### config.mk
export PLATFORM = sky130hd
export DESIGN_NAME = melody_sequencer_flat
export DESIGN_NICKNAME = d
export VERILOG_FILES = /design/src/rtl/melody_if.sv /design/src/rtl/melody_sequencer.sv /design/src/flat_wrapper.sv
export SDC_FILE = /design/constraint.sdc
export NUM_CORES = 1
export LEC_CHECK = 0
export CAP_MARGIN = 30
export CORE_MARGIN = 5
export CORE_UTILIZATION = 60
export CTS_BUF_LIST = sky130_fd_sc_hd__clkbuf_4
export DETAILED_ROUTE_END_ITERATION = 7
export PLACE_DENSITY = 0.74
export SLEW_MARGIN = 30
export SYNTH_ARGS = -nofsm -noshare
export SYNTH_HDL_FRONTEND = slang
export SYNTH_SLANG_ARGS = --single-unit
export TNS_END_PERCENT = 50
### constraint.sdc
create_clock -name clk -period 3.2 [get_ports clk]
set_clock_uncertainty 0.15 [all_clocks]
set_input_delay 0.64 -clock clk [delete_from_list [all_inputs] [get_ports clk]]
set_output_delay 0.64 -clock clk [all_outputs]
set_load 0.01 [all_outputs]
### src/rtl/melody_if.sv
// Control/status bundle between the push-button logic (master) and the melody sequencer (slave).
interface melody_if;
  logic       start;
  logic       stop;
  logic       loop;
  logic       sig_4hz;
  logic       sound;
  logic       busy;
  logic [3:0] note_idx;
  logic       done;

  modport master (
    output start, stop, loop,
    input  sig_4hz, sound, busy, note_idx, done
  );

  modport slave (
    input  start, stop, loop,
    output sig_4hz, sound, busy, note_idx, done
  );
endinterface

### src/rtl/melody_sequencer.sv
// Plays a fixed 16-entry {pitch,dur} note table on a square-wave buzzer output.
// Define MELODY_GAP_EN to insert one silent tick after every note.
module melody_sequencer #(
  parameter int unsigned CLK_HZ  = 50_000_000,
  parameter int unsigned TICK_HZ = 4
) (
  input  logic     clk,
  input  logic     rst_n,
  melody_if.slave  bus
);

  localparam int unsigned TICK_DIV = CLK_HZ / TICK_HZ;
  localparam int          TICK_W   = (TICK_DIV > 1) ? $clog2(TICK_DIV) : 1;
  localparam logic [TICK_W-1:0] TICK_LAST = TICK_W'(TICK_DIV - 1);
  localparam logic [TICK_W-1:0] TICK_HALF = TICK_W'(TICK_DIV / 2);
  // Widest half-period belongs to the lowest note (C4).
  localparam int          HALF_W   = $clog2(CLK_HZ / (2 * 262) + 1);

  typedef enum logic [2:0] {
    S_IDLE,
    S_LOAD,
    S_PLAY,
`ifdef MELODY_GAP_EN
    S_GAP,
`endif
    S_NEXT,
    S_END
  } state_t;

  // NOTE: the note table is a constant function, so it synthesises to logic and needs no reset.
  function automatic logic [7:0] rom_entry(input logic [3:0] idx);
    case (idx)
      4'd0:    return 8'hA2;
      4'd1:    return 8'h01;
      4'd2:    return 8'h11;
      default: return 8'hF0;
    endcase
  endfunction

  function automatic logic [HALF_W-1:0] half_of(input logic [3:0] p);
    case (p)
      4'd1:    return HALF_W'(CLK_HZ / (2 * 262));
      4'd2:    return HALF_W'(CLK_HZ / (2 * 277));
      4'd3:    return HALF_W'(CLK_HZ / (2 * 294));
      4'd4:    return HALF_W'(CLK_HZ / (2 * 311));
      4'd5:    return HALF_W'(CLK_HZ / (2 * 330));
      4'd6:    return HALF_W'(CLK_HZ / (2 * 349));
      4'd7:    return HALF_W'(CLK_HZ / (2 * 370));
      4'd8:    return HALF_W'(CLK_HZ / (2 * 392));
      4'd9:    return HALF_W'(CLK_HZ / (2 * 415));
      4'd10:   return HALF_W'(CLK_HZ / (2 * 440));
      4'd11:   return HALF_W'(CLK_HZ / (2 * 466));
      4'd12:   return HALF_W'(CLK_HZ / (2 * 494));
      default: return HALF_W'(1);
    endcase
  endfunction

  state_t            state;
  logic [3:0]        idx;
  logic [3:0]        pitch;
  logic [4:0]        ticks_left;
  logic [TICK_W-1:0] phase;
  logic [TICK_W-1:0] presc;
  logic [TICK_W-1:0] presc_next;
  logic [HALF_W-1:0] tone_cnt;
  logic [HALF_W-1:0] half_last;
  logic              sound;
  logic              busy;
  logic              sig_4hz;
  logic [7:0]        rom_q;
  logic              is_tone;
  logic              launch;

  assign rom_q   = rom_entry(idx);
  assign is_tone = (pitch != 4'd0) && (pitch <= 4'd12);
  assign launch  = (state == S_IDLE) && bus.start && !bus.stop;

  // Free-running 4 Hz prescaler, re-aligned when playback is launched.
  always_comb begin
    presc_next = (presc == TICK_LAST) ? '0 : presc + 1'b1;
    if (launch) presc_next = '0;
  end

  // NOTE: all state below uses non-blocking assignments so every register samples pre-edge values.
  always_ff @(posedge clk or negedge rst_n) begin
    if (!rst_n) begin
      presc   <= '0;
      sig_4hz <= 1'b0;
    end else begin
      presc   <= presc_next;
      sig_4hz <= (presc_next < TICK_HALF);
    end
  end

  always_ff @(posedge clk or negedge rst_n) begin
    if (!rst_n) begin
      state      <= S_IDLE;
      idx        <= '0;
      pitch      <= '0;
      ticks_left <= '0;
      phase      <= '0;
      tone_cnt   <= '0;
      half_last  <= '0;
      sound      <= 1'b0;
      busy       <= 1'b0;
    end else if (bus.stop) begin
      state <= S_IDLE;
      idx   <= '0;
      sound <= 1'b0;
      busy  <= 1'b0;
    end else begin
      case (state)
        S_IDLE: begin
          idx   <= '0;
          sound <= 1'b0;
          if (bus.start) begin
            state <= S_LOAD;
            busy  <= 1'b1;
          end
        end

        S_LOAD: begin
          if (rom_q[7:4] == 4'd15) begin
            state <= S_END;
          end else begin
            pitch      <= rom_q[7:4];
            ticks_left <= (rom_q[3:0] == 4'd0) ? 5'd16 : {1'b0, rom_q[3:0]};
            phase      <= '0;
            tone_cnt   <= '0;
            half_last  <= half_of(rom_q[7:4]) - 1'b1;
            sound      <= 1'b0;
            state      <= S_PLAY;
          end
        end

        S_PLAY: begin
          if (is_tone) begin
            if (tone_cnt == half_last) begin
              tone_cnt <= '0;
              sound    <= ~sound;
            end else begin
              tone_cnt <= tone_cnt + 1'b1;
            end
          end
          // Duration is counted in whole ticks from the note's own start, so every note is exact.
          if (phase == TICK_LAST) begin
            phase      <= '0;
            ticks_left <= ticks_left - 1'b1;
            if (ticks_left == 5'd1) begin
              sound <= 1'b0;
`ifdef MELODY_GAP_EN
              state <= S_GAP;
`else
              state <= S_NEXT;
`endif
            end
          end else begin
            phase <= phase + 1'b1;
          end
        end

`ifdef MELODY_GAP_EN
        S_GAP: begin
          if (phase == TICK_LAST) begin
            phase <= '0;
            state <= S_NEXT;
          end else begin
            phase <= phase + 1'b1;
          end
        end
`endif

        S_NEXT: begin
          if (idx == 4'd15) begin
            state <= S_END;
          end else begin
            idx   <= idx + 1'b1;
            state <= S_LOAD;
          end
        end

        S_END: begin
          if (bus.loop) begin
            idx   <= '0;
            state <= S_LOAD;
          end else begin
            state <= S_IDLE;
            busy  <= 1'b0;
          end
        end

        default: begin
          state <= S_IDLE;
          busy  <= 1'b0;
        end
      endcase
    end
  end

  assign bus.sound    = sound;
  assign bus.busy     = busy;
  assign bus.note_idx = idx;
  assign bus.sig_4hz  = sig_4hz;
  // Done must coincide with the END cycle itself, so it is decoded from state and the live loop/stop inputs.
  assign bus.done     = (state == S_END) && !bus.loop && !bus.stop;

endmodule

### src/flat_wrapper.sv
// flat-port wrapper written by rule: the top's interface ports become plain ports
module melody_sequencer_flat 
#(
  parameter int unsigned CLK_HZ  = 50_000_000,
  parameter int unsigned TICK_HZ = 4
)
  (clk, rst_n, bus_start, bus_stop, bus_loop, bus_sig_4hz, bus_sound, bus_busy, bus_note_idx, bus_done);
  melody_if bus_i ();
  input  logic clk;
  input  logic rst_n;
  input wire logic [$bits(bus_i.start)-1:0] bus_start;
  input wire logic [$bits(bus_i.stop)-1:0] bus_stop;
  input wire logic [$bits(bus_i.loop)-1:0] bus_loop;
  output wire logic [$bits(bus_i.sig_4hz)-1:0] bus_sig_4hz;
  output wire logic [$bits(bus_i.sound)-1:0] bus_sound;
  output wire logic [$bits(bus_i.busy)-1:0] bus_busy;
  output wire logic [$bits(bus_i.note_idx)-1:0] bus_note_idx;
  output wire logic [$bits(bus_i.done)-1:0] bus_done;
  assign bus_i.start = bus_start;
  assign bus_i.stop = bus_stop;
  assign bus_i.loop = bus_loop;
  assign bus_sig_4hz = bus_i.sig_4hz;
  assign bus_sound = bus_i.sound;
  assign bus_busy = bus_i.busy;
  assign bus_note_idx = bus_i.note_idx;
  assign bus_done = bus_i.done;
  melody_sequencer #(.CLK_HZ(CLK_HZ), .TICK_HZ(TICK_HZ)) u_core (.clk(clk), .rst_n(rst_n), .bus(bus_i));
endmodule
==> results of run 1 <==
## worst max path at each step
stage,startpoint,endpoint,slack [ps],depth (start not counted)
finish,u_core.presc[0],u_core.bus.sig_4hz,270,8
global route,u_core.bus.note_idx[0],u_core.phase[22],20,9
CTS,u_core.bus.note_idx[0],u_core.tone_cnt[4],240,9
detailed placement,bus_stop,u_core.tone_cnt[4],280,7
global placement,bus_stop,u_core.tone_cnt[10],360,6
floorplan,u_core.presc[0],u_core.bus.sig_4hz,650,7
## worst max-delay path, stage by stage, from the launching register on
cell and delay [ps]:
dfrtp_1 450, ha_1 270, nand4_1 160, buf_4 190
or4_1 510, or3_1 340, a21oi_1 200, nor4bb_1 370
a41oi_2 160
## registers in the layout, indices dropped and copies added, names as in the netlist
register and cells:
u_core.phase 24, u_core.tone_cnt 17, u_core.half_last 15, u_core.bus.note_idx 4, u_core.bus.busy 1, u_core.ticks_left 5
u_core.bus.sound 1, u_core.presc 24, u_core.pitch 3, u_core.bus.sig_4hz 1, u_core.state 3
## metrics by stage
stage / cell area, um2 / utilization
4_1_cts: 5782 / 0.6630
5_1_grt: 5787 / 0.6636
3_3_place_gp: 5628 / 0.6453
3_5_place_dp: 5628 / 0.6453
2_1_floorplan: 5366 / -
6_report: 5787 / 0.6636
## what timing repair did
| item | CTS | global route |
|---|---|---|
| hold buffers | 1 | 0 |
| gates resized for setup | 0 | 1 |
| setup endpoints to repair | 0 | 4 |
| hold endpoints to repair | 5 | 0 |
## layout by cell type, fill, tap and decap left out, types with 13 or more instances in the layout
master and instances:
xnor2_1 35, nand2_1 64, nor4_1 19, buf_4 13, o21ai_0 44, nand3_1 41, inv_1 17, a21oi_1 18
nor2_1 59, nand4_1 15, dfrtp_1 98, nor3_1 20
## cells by family after synthesis
logic type,share of synthesized area
buffers and inverters,0.03171
AOI/OAI and AO/OA,0.1392
and+or+nand+nor,0.2649
muxes,0.009559
xor gates and xnor gates,0.07671
adders and majority gates,0.02098
DFF,0.4570
## area by class of cell
type / instances / area, um2
fill: 698 / 2934
multi-input combinational: 457 / 2754
sequential: 98 / 2452
timing repair buffer: 26 / 237.7
tap: 108 / 135.1
clock inverter: 7 / 76.32
clock buffer: 9 / 67.56
inverter: 17 / 63.81
## routing by layer
layer	vias to the layer above	GRT usage	wire, um
met5	-	0	0
met4	0	0.07032	142
met3	12	0.03268	543
met2	114	0.3231	5082
met1	2123	0.3353	5741
li1	2155	-	-
## power by group
part | total [mW] | internal (mW) | switching (mW)
logic | 0.522 | 0.211 | 0.311
registers | 1.48 | 1.35 | 0.130
clock network | 0.679 | 0.244 | 0.435
==> results.yml, run 1 <==
floorplan:
  dieArea_um2: 10930
  start_util: 0.6154
  core_um2: 8721
  die_h_um: 104.6
  rows: 34
  io_pins: 13
  die-width_um: 104.6
synthesis:
  synthCells: 596
  syn_area_um2: 5366
  synth_warnings: 0
  async_reset_ff_frac: 1.000
  yosysTopAreaCell: "dfrtp_1"
  synth_common_cells: "dfrtp_1, nand2_1, nor2_1"
  ys_ff_latch: 98
  synth_edf_count: 0
  synth_top_cell_area_share: 0.4570
  synth.distinct_cells: 57
  synthesis.nets: 610
  ys.flop_type: "dfrtp_1"
  seq_area_frac_synth: 0.4570
  avgSynthCellArea_um2: 9.004
  synth.most_common_cell: "dfrtp_1"
  synth.area.top_cells: "dfrtp_1, xnor2_1, nand2_1"
timing:
  worst_hold_slack_ps: 359.5
  rsz0062_at_grt: "no"
  hold_violations: 0
  period_needed_ps: 2929
  tns_ps: 0
  fmax_ghz: 0.3414
  setup_viol: 0
  worst_pin_slew_ps: 955.7
  finalMaxSlewViolations: 0
  post-route-period-util: 0.9154
  setup_slack_ps: 270.9
  max_slew_margin: 0.3629
drt:
  drtPass1Iterations: 5
  ant_nets: 0
  vias: 4404
  detail_route.wl_per_cell_um: 15.94
  drt_iter0_markers: 245
  drt-total-wl_mm: 11.51
  drc: 0
  via_per_inst: 6.100
placed_design:
  placedCellCount: 705
  io_buffer_count: 12
  dp_slack_ps: 278.7
  dp_hpwl_mm: 8.144
  place_congestion: 0.8585
pwr:
  ir_drop_mv: 0.2697
  total_power_mw: 2.681
  pwr_density_cell_nw_per_um2: 463.3
  p_leak_nw: 2.383
run:
  max_cap_viol_count: 0
setup_path:
  regToRegStartpoint: "u_core.presc[0]"
  cp_max_fo: 5
  r2r_setup_slack_ps: 270
  crit_path_start_kind: "register"
  worstPathRequired_ps: 3370
  rr_worst_depth: 8
  worst_setup_path_end_kind: "register"
  worstReg2RegEnd: "u_core.bus.sig_4hz"
  crit_type: "reg2reg"
  cp.arrival_ps: 3100
clock_tree:
  ctsHtreeMaxLevel: 3
  path_clk_slew_ps: 160
  root_buffer: "clkbuf_4"
  cts_buffer_depth: 2
  cts_tree: "yes"
  clock_sinks: 98
  post_cts_buffers: 0
  cts_made_buffers: 9
  clk_latency_ps: 450
global_route:
  grt_overflow: 0
  antenna_found_initial: 0
  grt_pass1_wl_mm: 20.29
  grt_max_degree: 58
  grt.total_usage: 0.2196
  first_global_vias: 4259
finish:
  num_antenna_cells: 0
  fin_cells: 722
  drive_gt1_frac: 0.06515
  area.growth.synth_to_final_pct: 7.834
  final_nets: 623
worst_hold_path:
  hp-start: "u_core.pitch[0]"
  min_to: "u_core.pitch[0]"
  hold_depth: 1
  hp-class: "reg2reg"
run_status:
  status: "finished, final reports clean"
Power figures use the tool's default switching activity.
==> inputs of run 2 (changes only) <==
Settings changed: CORE_ASPECT_RATIO set to 0.75, CORE_MARGIN 5 to 2.
==> run 2 against run 1 <==
  * First-iteration DRC count is 63% higher
  * Register-to-register slack better by 30 ps
  * Sequential share of layout area is 0.064 points higher
  * Die area is 11% lower
  * Critical endpoint is now bus_done
  * Largest cell class unchanged
  * Largest power group unchanged
==> results.yml, run 2 (same netlist as run 1, synthesis figures left out) <==
run_status:
  status: "finished, final reports clean"
finish:
  fin_util: 0.6748
  drive_gt1_frac: 0.06230
  final_cell_mix: "dfrtp_1, nand2_1, nor2_1"
  num_antenna_cells: 0
  final_common_cell: "dfrtp_1"
  reg_top3: "u_core.phase x24, u_core.presc x24, u_core.tone_cnt x17"
  final_nets: 619
  area.growth.synth_to_final_pct: 7.671
  fin_cells: 718
clock_tree:
  clock_sinks: 98
  cts_tree: "yes"
  cts_resized: 0
  path_clk_slew_ps: 150
  post_cts_buffers: 0
  root_buffer: "clkbuf_4"
  ctsHtreeMaxLevel: 3
  clk_latency_ps: 460
  cts_buffer_depth: 2
  cts_made_buffers: 9
  hold_buffers: 0
floorplan:
  die_h_um: 85.90
  die-width_um: 113.2
  io_pins: 13
  core_um2: 8563
  rows: 29
  start_util: 0.6267
  dieArea_um2: 9724
global_route:
  grt.total_usage: 0.2632
  grt_max_degree: 52
  grt_pass1_wl_mm: 20.46
  first_global_vias: 4121
  grt_overflow: 0
  antenna_found_initial: 0
setup_path:
  worst_setup_path_end_kind: "primary output"
  cp_max_fo: 12
  worstPathRequired_ps: 2410
  crit_path_start_kind: "register"
  cp.arrival_ps: 2200
  crit_type: "reg2out"
pwr:
  p_int_mw: 1.888
  pwr-share-seq: 0.540
  p_sw_frac: 0.3120
  p_switching_uw: 856.1
  p_leak_nw: 2.383
  pwr_density_cell_nw_per_um2: 474.9
  pwr-share-comb: 0.191
  power_frac_clock: 0.269
  total_power_mw: 2.744
  ir_drop_mv: 0.3204
drt:
  top_layer: "met4"
  met2_length_mm: 5.217
  ant_nets: 0
  via_per_inst: 6.169
  detail_route.wl_per_cell_um: 16.42
  drtPass1Iterations: 5
  drt-total-wl_mm: 11.79
  vias: 4429
  wl_met3_um: 562
  met1Wirelength_mm: 5.890
  drc: 0
  drt_iter0_markers: 399
timing:
  worst_hold_slack_ps: 28.51
  fmax_ghz: 0.3345
  post-route-period-util: 0.9342
  worst_pin_slew_ps: 647.4
  hold_violations: 0
  finalMaxSlewViolations: 0
  rsz0062_at_grt: "no"
  setup_viol: 0
  period_needed_ps: 2990
  max_slew_margin: 0.5644
  tns_ps: 0
run:
  max_cap_viol_count: 0
placed_design:
  io_buffer_count: 12
  placedCellCount: 702
  dp_hpwl_mm: 8.427
  place_congestion: 0.8553
worst_hold_path:
  hp-class: "in2async"
[run 2: through the flow]
step           setup slack (ps)  area, um2
4_1_cts                   197.9       5767
5_1_grt                   20.86       5778
3_3_place_gp              327.7       5605
2_1_floorplan             651.9       5366
3_5_place_dp              312.3       5605
6_report                  210.4       5778
[run 2: metal layers]
| layer | track usage | vias up |
|---|---|---|
| li1 | - | 2148 |
| met1 | 0.4022 | 2172 |
| met2 | 0.3892 | 97 |
| met3 | 0.04947 | 12 |
| met4 | 0.06874 | 0 |
| met5 | 0 | - |
[run 2: final timing paths]
path	from	cells after the start	slack, ps	endpoint
min	rst_n	1	30	u_core.tone_cnt[15]
max in group asynchronous	rst_n	2	2180	u_core.presc[21]
min in group clk	u_core.pitch[0]	1	350	u_core.pitch[0]
min reg2reg	u_core.pitch[0]	1	350	u_core.pitch[0]
max reg2reg	u_core.phase[8]	5	300	u_core.state[0]
max	u_core.state[1]	4	210	bus_done
[run 2: area by class of cell]
class                      instances  area [um2]
timing repair buffer              22       205.2
inverter                          17       63.81
fill                             702        2785
multi-input combinational        457        2760
tap                              108       135.1
clock inverter                     5       78.83
clock buffer                      11       82.58
sequential                        98        2452
[run 2: critical path: stages, from the launching register on]
cell and delay, ps:
dfrtp_1 540, nor2_1 290, inv_1 140, nor4_1 180, clkdlybuf4s50_1 590
[run 2: power groups by stage]
stage	clock (mW)	sequential (mW)	combinational, mW
6_report	0.739	1.48	0.524
5_1_grt	0.796	1.50	0.599
4_1_cts	0.754	1.48	0.521
3_5_place_dp	0	1.50	0.518
3_3_place_gp	0	1.49	0.497
2_1_floorplan	0	1.46	0.383
